<file path="src/rtl/rv_p4_pkg.sv">
// Shared types and widths for the rv_p4 datapath.
// Holds cell-id width and the packet-buffer read arbiter state type.
package rv_p4_pkg;

    localparam int CELL_ID_W = 16;
    localparam int PB_DATA_W = 512;

    typedef enum logic {
        IDLE  = 1'b0,
        OWNED = 1'b1
    } pb_arb_state_e;

    function automatic int idx_w(input int n);
        return (n > 1) ? $clog2(n) : 1;
    endfunction

endpackage

</file>
<file path="src/rtl/pb_rd_arb_if.sv">
// Lane-array and packet-buffer read bus seen by pb_rd_arb.
// master = lanes plus buffer side, slave = the arbiter.
interface pb_rd_arb_if
    import rv_p4_pkg::*;
#(
    parameter int NUM_REQ = 4
);

    logic [NUM_REQ-1:0]                lane_req_valid;
    logic [NUM_REQ-1:0][CELL_ID_W-1:0] lane_req_cell_id;
    logic [NUM_REQ-1:0]                lane_req_ready;
    logic [NUM_REQ-1:0]                lane_rsp_valid;
    logic [PB_DATA_W-1:0]              lane_rsp_data;
    logic [CELL_ID_W-1:0]              lane_rsp_next_cell_id;
    logic                              lane_rsp_eof;

    logic                              pb_req_valid;
    logic [CELL_ID_W-1:0]              pb_req_cell_id;
    logic                              pb_req_ready;
    logic                              pb_rsp_valid;
    logic [PB_DATA_W-1:0]              pb_rsp_data;
    logic [CELL_ID_W-1:0]              pb_rsp_next_cell_id;
    logic                              pb_rsp_eof;

    modport master (
        output lane_req_valid,
        output lane_req_cell_id,
        input  lane_req_ready,
        input  lane_rsp_valid,
        input  lane_rsp_data,
        input  lane_rsp_next_cell_id,
        input  lane_rsp_eof,
        input  pb_req_valid,
        input  pb_req_cell_id,
        output pb_req_ready,
        output pb_rsp_valid,
        output pb_rsp_data,
        output pb_rsp_next_cell_id,
        output pb_rsp_eof
    );

    modport slave (
        input  lane_req_valid,
        input  lane_req_cell_id,
        output lane_req_ready,
        output lane_rsp_valid,
        output lane_rsp_data,
        output lane_rsp_next_cell_id,
        output lane_rsp_eof,
        output pb_req_valid,
        output pb_req_cell_id,
        input  pb_req_ready,
        input  pb_rsp_valid,
        input  pb_rsp_data,
        input  pb_rsp_next_cell_id,
        input  pb_rsp_eof
    );

endinterface

</file>
<file path="src/rtl/pb_rd_arb_rr_pick.sv">
// Combinational round-robin picker: first set req bit
// searching upward from last+1, wrapping modulo N.
module rr_pick #(
    parameter  int N  = 4,
    localparam int IW = (N > 1) ? $clog2(N) : 1
) (
    input  logic [N-1:0]  req,
    input  logic [IW-1:0] last,
    output logic          valid,
    output logic [IW-1:0] idx
);

    // Walk from the farthest candidate back so the nearest hit wins.
    always_comb begin
        valid = 1'b0;
        idx   = '0;
        for (int k = N; k >= 1; k--) begin
            if (req[(int'(last) + k) % N]) begin
                valid = 1'b1;
                idx   = IW'((int'(last) + k) % N);
            end
        end
    end

endmodule

</file>
<file path="src/rtl/pb_rd_arb.sv">
// Packet-level round-robin owner of the packet-buffer read port.
// A lane keeps the port for its whole cell chain until EOF or watchdog.
module pb_rd_arb
    import rv_p4_pkg::*;
#(
    parameter  int NUM_REQ   = 4,
    parameter  int MAX_OUTST = 2,
    parameter  int TIMEOUT   = 1024,
    localparam int IW        = idx_w(NUM_REQ)
) (
    input  logic          clk_dp,
    input  logic          rst_dp_n,
    pb_rd_arb_if.slave    bus,
    output logic [IW-1:0] owner_id,
    output logic          busy,
    output logic          err_timeout,
    output logic          err_orphan
);

    localparam int OW = $clog2(MAX_OUTST + 1);
    localparam int WW = $clog2(TIMEOUT);
    localparam logic [OW-1:0] OMAX  = OW'(MAX_OUTST);
    localparam logic [WW-1:0] WLAST = WW'(TIMEOUT - 1);

    pb_arb_state_e state;
    logic [IW-1:0] owner;
    logic [IW-1:0] last_grant;
    logic [OW-1:0] outst;
    logic [WW-1:0] wd_cnt;

    logic          pick_vld;
    logic [IW-1:0] pick_idx;
    logic          owned;
    logic          room;
    logic          rsp_eof;
    logic          acc;
    logic          wd_fire;

    rr_pick #(
        .N (NUM_REQ)
    ) u_pick (
        .req   (bus.lane_req_valid),
        .last  (last_grant),
        .valid (pick_vld),
        .idx   (pick_idx)
    );

    assign owned   = (state == OWNED);
    assign room    = (outst < OMAX);
    assign rsp_eof = bus.pb_rsp_valid && bus.pb_rsp_eof;
    assign acc     = bus.pb_req_valid && bus.pb_req_ready;
    assign wd_fire = owned && !bus.pb_rsp_valid &&
                     (outst != '0) && (wd_cnt == WLAST);

    // The EOF cycle must not start another cell for the departing owner.
    always_comb begin
        bus.lane_req_ready = '0;
        bus.lane_rsp_valid = '0;
        bus.pb_req_valid   = 1'b0;
        bus.pb_req_cell_id = '0;
        if (owned) begin
            bus.pb_req_valid = bus.lane_req_valid[owner] &&
                               room && !rsp_eof;
            bus.pb_req_cell_id = bus.lane_req_cell_id[owner];
            bus.lane_req_ready[owner] = bus.pb_req_ready &&
                                        room && !rsp_eof;
            bus.lane_rsp_valid[owner] = bus.pb_rsp_valid;
        end
    end

    assign bus.lane_rsp_data         = bus.pb_rsp_data;
    assign bus.lane_rsp_next_cell_id = bus.pb_rsp_next_cell_id;
    assign bus.lane_rsp_eof          = bus.pb_rsp_eof;

    assign owner_id = owner;
    assign busy     = owned;

    always_ff @(posedge clk_dp or negedge rst_dp_n) begin
        if (!rst_dp_n) begin
            state       <= IDLE;
            owner       <= '0;
            last_grant  <= IW'(NUM_REQ - 1);
            outst       <= '0;
            wd_cnt      <= '0;
            err_timeout <= 1'b0;
            err_orphan  <= 1'b0;
        end else begin
            if (bus.pb_rsp_valid && !owned) begin
                err_orphan <= 1'b1;
            end
            unique case (state)
                IDLE: begin
                    if (pick_vld) begin
                        state      <= OWNED;
                        owner      <= pick_idx;
                        last_grant <= pick_idx;
                        wd_cnt     <= '0;
                    end
                end
                OWNED: begin
                    if (rsp_eof || wd_fire) begin
                        state  <= IDLE;
                        outst  <= '0;
                        wd_cnt <= '0;
                        if (wd_fire) begin
                            err_timeout <= 1'b1;
                        end
                    end else begin
                        if (acc && !bus.pb_rsp_valid) begin
                            outst <= outst + 1'b1;
                        end else if (!acc && bus.pb_rsp_valid &&
                                     outst != '0) begin
                            outst <= outst - 1'b1;
                        end
                        if (bus.pb_rsp_valid || outst == '0) begin
                            wd_cnt <= '0;
                        end else begin
                            wd_cnt <= wd_cnt + 1'b1;
                        end
                    end
                end
                default: state <= IDLE;
            endcase
        end
    end

endmodule

</file>
<file path="src/flat_wrapper.sv">
// flat-port wrapper written by rule: the top's interface ports become plain ports
module pb_rd_arb_flat import rv_p4_pkg::*;
#(
    parameter  int NUM_REQ   = 4,
    parameter  int MAX_OUTST = 2,
    parameter  int TIMEOUT   = 1024,
    localparam int IW        = idx_w(NUM_REQ)
)
  (clk_dp, rst_dp_n, owner_id, busy, err_timeout, err_orphan, bus_lane_req_valid, bus_lane_req_cell_id, bus_lane_req_ready, bus_lane_rsp_valid, bus_lane_rsp_data, bus_lane_rsp_next_cell_id, bus_lane_rsp_eof, bus_pb_req_valid, bus_pb_req_cell_id, bus_pb_req_ready, bus_pb_rsp_valid, bus_pb_rsp_data, bus_pb_rsp_next_cell_id, bus_pb_rsp_eof);
  pb_rd_arb_if #(.NUM_REQ(NUM_REQ)) bus_i ();
  input  logic clk_dp;
  input  logic rst_dp_n;
  output logic [IW-1:0] owner_id;
  output logic busy;
  output logic err_timeout;
  output logic err_orphan;
  input wire logic [$bits(bus_i.lane_req_valid)-1:0] bus_lane_req_valid;
  input wire logic [$bits(bus_i.lane_req_cell_id)-1:0] bus_lane_req_cell_id;
  output wire logic [$bits(bus_i.lane_req_ready)-1:0] bus_lane_req_ready;
  output wire logic [$bits(bus_i.lane_rsp_valid)-1:0] bus_lane_rsp_valid;
  output wire logic [$bits(bus_i.lane_rsp_data)-1:0] bus_lane_rsp_data;
  output wire logic [$bits(bus_i.lane_rsp_next_cell_id)-1:0] bus_lane_rsp_next_cell_id;
  output wire logic [$bits(bus_i.lane_rsp_eof)-1:0] bus_lane_rsp_eof;
  output wire logic [$bits(bus_i.pb_req_valid)-1:0] bus_pb_req_valid;
  output wire logic [$bits(bus_i.pb_req_cell_id)-1:0] bus_pb_req_cell_id;
  input wire logic [$bits(bus_i.pb_req_ready)-1:0] bus_pb_req_ready;
  input wire logic [$bits(bus_i.pb_rsp_valid)-1:0] bus_pb_rsp_valid;
  input wire logic [$bits(bus_i.pb_rsp_data)-1:0] bus_pb_rsp_data;
  input wire logic [$bits(bus_i.pb_rsp_next_cell_id)-1:0] bus_pb_rsp_next_cell_id;
  input wire logic [$bits(bus_i.pb_rsp_eof)-1:0] bus_pb_rsp_eof;
  assign bus_i.lane_req_valid = bus_lane_req_valid;
  assign bus_i.lane_req_cell_id = bus_lane_req_cell_id;
  assign bus_lane_req_ready = bus_i.lane_req_ready;
  assign bus_lane_rsp_valid = bus_i.lane_rsp_valid;
  assign bus_lane_rsp_data = bus_i.lane_rsp_data;
  assign bus_lane_rsp_next_cell_id = bus_i.lane_rsp_next_cell_id;
  assign bus_lane_rsp_eof = bus_i.lane_rsp_eof;
  assign bus_pb_req_valid = bus_i.pb_req_valid;
  assign bus_pb_req_cell_id = bus_i.pb_req_cell_id;
  assign bus_i.pb_req_ready = bus_pb_req_ready;
  assign bus_i.pb_rsp_valid = bus_pb_rsp_valid;
  assign bus_i.pb_rsp_data = bus_pb_rsp_data;
  assign bus_i.pb_rsp_next_cell_id = bus_pb_rsp_next_cell_id;
  assign bus_i.pb_rsp_eof = bus_pb_rsp_eof;
  pb_rd_arb #(.NUM_REQ(NUM_REQ), .MAX_OUTST(MAX_OUTST), .TIMEOUT(TIMEOUT)) u_core (.clk_dp(clk_dp), .rst_dp_n(rst_dp_n), .bus(bus_i), .owner_id(owner_id), .busy(busy), .err_timeout(err_timeout), .err_orphan(err_orphan));
endmodule
</file>
<file path="config.mk">
export PLATFORM = sky130hd
export DESIGN_NAME = pb_rd_arb_flat
export DESIGN_NICKNAME = d
export VERILOG_FILES = /design/src/rtl/rv_p4_pkg.sv /design/src/rtl/pb_rd_arb_if.sv /design/src/rtl/pb_rd_arb_rr_pick.sv /design/src/rtl/pb_rd_arb.sv /design/src/flat_wrapper.sv
export SDC_FILE = /design/constraint.sdc
export NUM_CORES = 1
export LEC_CHECK = 0
export CAP_MARGIN = 20
export CORE_AREA = 2 2 451 453
export CTS_BUF_LIST = sky130_fd_sc_hd__clkbuf_4 sky130_fd_sc_hd__clkbuf_8
export DETAILED_ROUTE_END_ITERATION = 6
export DIE_AREA = 0 0 453 455
export GPL_ROUTABILITY_DRIVEN = 1
export SETUP_SLACK_MARGIN = 0.05
export SYNTH_ARGS = -nofsm -noshare
export SYNTH_HDL_FRONTEND = slang
export SYNTH_SLANG_ARGS = --single-unit
</file>
<file path="constraint.sdc">
create_clock -name clk_dp -period 2.68 [get_ports clk_dp]
set_clock_uncertainty 0.2 [all_clocks]
set_input_delay 0.536 -clock clk_dp [delete_from_list [all_inputs] [get_ports clk_dp]]
set_output_delay 0.536 -clock clk_dp [all_outputs]
set_load 0.05 [all_outputs]
</file>
Yosys cells after proc, flatten, opt, wreduce, memory -nomap -nowiden --
Index checks and enable logic that the tools add are counted. W data, S select, Z words.
Storage, ports and cells: word-level logic and storage cells 100, flip-flop bits (word level) 19, input bits 601, output and inout port bits 559
Cells by class: $add $sub $neg 7, equality and inequality tests 2, order comparisons 7, reduce and logical (&&, ||, !) cells 30, bitwise operators 7, mux-type cells 40
Operator list (count):
- $bmux W16 S2 | 1
- $mux W16 | 2
- $mux W10 | 3
- $pmux W10 S2 | 1
- $mux W1 | 17
- $lt A3 B4 Y1 const B | 4
- $logic_and A1 B1 Y1 | 14
- $mux W2 | 7
- $add A10 B1 Y10 const B | 1
- $bmux W1 S2 | 5
- $eq A10 B10 Y1 const B | 1
- $and A4 B4 Y4 | 2
- $mux W4 | 2
- $reduce_or A2 Y1 | 4
- $add A2 B1 Y2 const B | 3
- $add A2 B2 Y2 const B | 2
- $and A1 B1 Y1 const A | 4
- $logic_not A1 Y1 | 4
- $reduce_and A2 Y1 | 2
- $lt A2 B3 Y1 const B | 1
- $reduce_and A3 Y1 | 1
- $reduce_bool A3 Y1 | 1
- $demux W1 S2 | 1
- $ge A2 B1 Y1 const B | 1
- other kinds (8) | 9

Logic depth before layout (Yosys ltp) --
word-level depth 12, gate-level depth with buffers 5, depth with buffers taken out 5

By module --
From an unflattened synthesis, not the netlist that was laid out.
Unflattened totals: cell total of the unflattened synthesis 700, area total of the unflattened synthesis 5642.9 sq um
By module, submodules not included:
- pb_rd_arb | cells each 686, area an instance 5551.6 sq um, instances 1
- rr_pick | cells each 14, area an instance 91.3 sq um, instances 1

Least setup slack after synthesis --
OpenSTA, ideal clock, no wires.
path type flip-flop to output port, start reg u_core.state, in the netlist u_core.busy, end out bus_lane_req_ready[1], path buffers 0, path slack -399 ps, stages on the path, launching flop included 4, arrival time 2343 ps, cells stage by stage dfrtp_1 nor2b_1 nand3_1 nor3b_1
Between the ends: cells in the longest elaborated chain, start to end 1
Ends and longest elaborated chain:
- from (decl) | line pb_rd_arb.sv:25 | pb_arb_state_e state;
- from (signal assigned) | line pb_rd_arb.sv:80 | state <= IDLE;
- from (signal assigned) | line pb_rd_arb.sv:94 | state <= OWNED;
- from (signal assigned) | line pb_rd_arb.sv:102 | state <= IDLE;
- $mux W4 | line pb_rd_arb.sv:61 | if (owned) begin
- to (decl) | line flat_wrapper.sv:19 | output wire logic [$bits(bus_i.lane_req_ready)-1:0] bus_lane_req_ready;
No other way between the ends.

Final worst setup path --
start reg u_core.owner[0], in the netlist u_core.owner_id[0], end out bus_pb_req_cell_id[15]
Between the ends: cells in the longest elaborated chain, start to end 3
Ends and longest elaborated chain:
- from (decl) | line pb_rd_arb.sv:26 | logic [IW-1:0] owner;
- from (signal assigned) | line pb_rd_arb.sv:95 | owner <= pick_idx;
- $bmux W16 S2 | line pb_rd_arb.sv:64 | bus.pb_req_cell_id = bus.lane_req_cell_id[owner];
- $mux W16 (not written as such) | line pb_rd_arb.sv:64
- $mux W16 | line pb_rd_arb.sv:61
- to (decl) | line flat_wrapper.sv:25 | output wire logic [$bits(bus_i.pb_req_cell_id)-1:0] bus_pb_req_cell_id;
No other way between the ends. The select of a mux whose other input is x is not followed.

==> reports/results.ini <==
[setup_path]
cp.required_ns = 1.94
critPathMaxStageDelay_ns = 0.58
worst-path-max-fanout = 8
reg2reg_depth = 7
critPathKind = reg -> out
critPathCaptureType = output pin
slowest_stage = mux4_2
cp-start-kind = flip-flop
r2r-start = u_core.owner_id[0]$_DFFE_PN0P_
r2r_slack_ns = 0.39
r2r-end = u_core.outst[0]$_DFFE_PN0P_
cp_cell_sequence = buf_12 > buf_8 > mux4_2 > and2_4 > buf_12
crit_top_cell = buf_12
cp.arrival_ns = 1.94

[global_routing]
grt_overflow = 0
grt_pass1_wl_microns = 147000
grt_max_degree = 25
track_usage_pct = 13.0
grt_pass1_vias = 3005
antenna_found_initial = 3

[layout]
final_cell_count_no_fill = 2965
multi_input_area_sq_mm = 0.00117
drive_gt1_share_pct = 41.4
seq_area_sq_um = 479
nets = 895
area_growth_pct = 18.7
finish.utilization_pct = 3.32
fillCellCount = 23900
layout_commonest_cell = clkdlybuf4s50_1
layout_common_cells = 61 x clkdlybuf4s50_1, 30 x buf_12, 27 x buf_4

[outcome]
violations = negative setup slack
outcome = complete, but fails checks

[clocking]
cts-buffers-inserted = 3
h-tree-depth = 1
cts_tree = built
clk_latency_ns = 0.26
clkSinkCount = 19
cts.path.max_buffers = 2
hold_buffers = 0
cts.clk_slew.worst_paths_ns = 0.07
clockRootBuffer = clkbuf_8

[timing]
setup_viol = 1
fmax_ghz = 0.373
tightest_slew_ns = 0.477
maxSlewViolCount = 0
period_share_pct = 100
maxSlewHeadroom_pct = 68.2
hold_violations = 0
worst_slack_ns = -0.000649
finalCriticalPeriod_ns = 2.68
grt_setup_unrepaired = yes

[routing]
first_pass_iters = 6
drt-wirelength-per-cell_microns = 47.4
drt_wl_total_microns = 141000
dr.first_iter.drc_count = 274
ant_nets = 0
via_per_inst = 1.13
drc = 0
via_count = 3340

[hold_path]
hp-class = reg -> reg
hold_path_startpoint = u_core.err_orphan$_DFFE_PN0P_
hold_end = u_core.err_orphan$_DFFE_PN0P_
hold_depth = 1

[floorplanning]
start_util_pct = 2.80
rows = 165
dieArea_sq_mm = 0.206
die_w_microns = 453
ioPinCount = 1160
core_area_sq_mm = 0.201
dieHeight_microns = 455

[power_and_ir_drop]
powerDensity_mw_per_mm2 = 357
leakagePower_nw = 1.41
ir_worst_vdd_uv = 159

[placed_design]
dp.final_hpwl_microns = 136000
io_buffer_count = 103
place_congestion = 0.980
numPlacedInstances = 2953

[yosys]
ys_seq_area_share_pct = 8.48
syn_nets = 1293
synth_area_per_cell_sq_um = 8.16
syn_inst = 691
ys_warn_count = 0
netlist_area_sq_mm = 0.00564
yosys_register_bits = 19
synth.distinct_cells = 49

[run]
cap_viol_max_count = 0

## critical path, delay by kind of cell (launching register included)
family / cells / cell delay [ns]
multiplexers: 1 / 0.58
AND/OR/NAND/NOR: 1 / 0.21
flip-flops: 1 / 0.46
buffers and inverters: 3 / 0.43
## synthesized netlist by cell type (all sizes together)
cell type	number	area share, %
a21o	2	0.27
a21oi	8	0.71
a221oi	1	0.27
a22oi	2	0.36
a31o	1	0.16
a31oi	2	0.22
and2	19	2.1
and3	2	0.22
and4	2	0.36
buf	534	71
clkbuf	5	0.35
dfrtp	17	7.5
dfstp	2	0.93
ha	1	0.22
inv	8	0.53
mux2	1	0.20
mux2i	3	0.53
mux4	17	6.9
nand2	16	1.1
nand2b	3	0.33
nand3	6	0.53
nand4	1	0.11
nor2	5	0.47
nor2b	2	0.22
nor3	6	0.73
nor3b	1	0.13
o2111ai	1	0.27
o211ai	2	0.27
o21a	3	0.40
o21ai	6	0.53
o21bai	1	0.13
o221ai	1	0.16
o22ai	2	0.22
o2bb2ai	1	0.16
o31ai	1	0.38
or3	2	0.31
or4	1	0.20
xnor2	1	0.16
xor2	2	0.31
## area by class of cell
class / count / area share [%]
well taps: 2672 / 50.0
repair buffers: 136 / 24.2
multi-input cells: 125 / 17.5
flip-flops and latches: 19 / 7.16
clock buffers: 3 / 0.617
inverters: 8 / 0.449
clock inverters: 1 / 0.0748
diodes: 1 / 0.0374
## worst max-delay path by stage
stage,from,cells after the start,end
finish,u_core.owner_id[0]$_DFFE_PN0P_,5,bus_pb_req_cell_id[15]
global route,u_core.owner_id[0]$_DFFE_PN0P_,5,bus_pb_req_cell_id[13]
CTS,u_core.owner_id[0]$_DFFE_PN0P_,5,bus_pb_req_cell_id[8]
detailed placement,bus_lane_req_cell_id[63],4,bus_pb_req_cell_id[15]
global placement,bus_lane_req_cell_id[63],4,bus_pb_req_cell_id[15]
floorplan,u_core.owner_id[1]$_DFFE_PN0P_,3,bus_lane_req_ready[2]
## sequential cells by signal, indices dropped and copies added (netlist names)
name and count:
u_core.last_grant 2, u_core.outst 2, u_core.err_orphan 1, u_core.owner_id 2, u_core.wd_cnt 10, u_core.err_timeout 1
u_core.busy 1
## per-stage QoR
| step | setup TNS [ns] | worst slack [ns] | area (sq um) | power, mW | hold WS, ns |
|---|---|---|---|---|---|
| after floorplan | -1.19 | -0.336 | 5640 | 3.20 | 0.0404 |
| after global placement | -0.398 | -0.134 | 6490 | 2.01 | 0.252 |
| after detailed placement | -0.286 | -0.105 | 6490 | 2.02 | 0.248 |
| after CTS | -0.0135 | -0.00796 | 6670 | 2.39 | 0.265 |
| after global routing | -0.0560 | -0.0213 | 6690 | 2.46 | 0.297 |
| final | -0.000649 | -0.000649 | 6690 | 2.39 | 0.260 |
## where the power goes
| part | internal, mW | total [mW] | switching (mW) |
|---|---|---|---|
| logic | 0.867 | 1.83 | 0.966 |
| registers | 0.317 | 0.350 | 0.0327 |
| clock network | 0.103 | 0.205 | 0.102 |
## metal layers
layer | wire length, microns | share of wire, % | global-route usage (%) | up-vias
li1 | - | - | - | 866
met1 | 14000 | 10 | 3.70 | 1276
met2 | 62200 | 44 | 20.0 | 1118
met3 | 62500 | 44 | 27.6 | 66
met4 | 1400 | 1.0 | 1.09 | 14
met5 | 533 | 0.38 | 2.27 | -
## what timing repair did
action | 4_1_cts | 5_1_grt
hold endpoints to repair | 0 | 0
pin swaps | 2 | 0
endpoints found under the setup margin | 17 | 18
buffers inserted | 6 | 1
gates cloned | 1 | 0
gates resized for setup | 39 | 9
## kinds of logic after synthesis
kind of cell / Yosys count / synth area share (%)
flops: 19 / 8.48
buf+inv: 547 / 72.0
simple gates: 66 / 6.79
xor+xnor: 3 / 0.466
mux: 21 / 7.59
compound gates: 34 / 4.48
fa+ha+maj: 1 / 0.222
No activity file was read; power rests on OpenSTA's default activity.
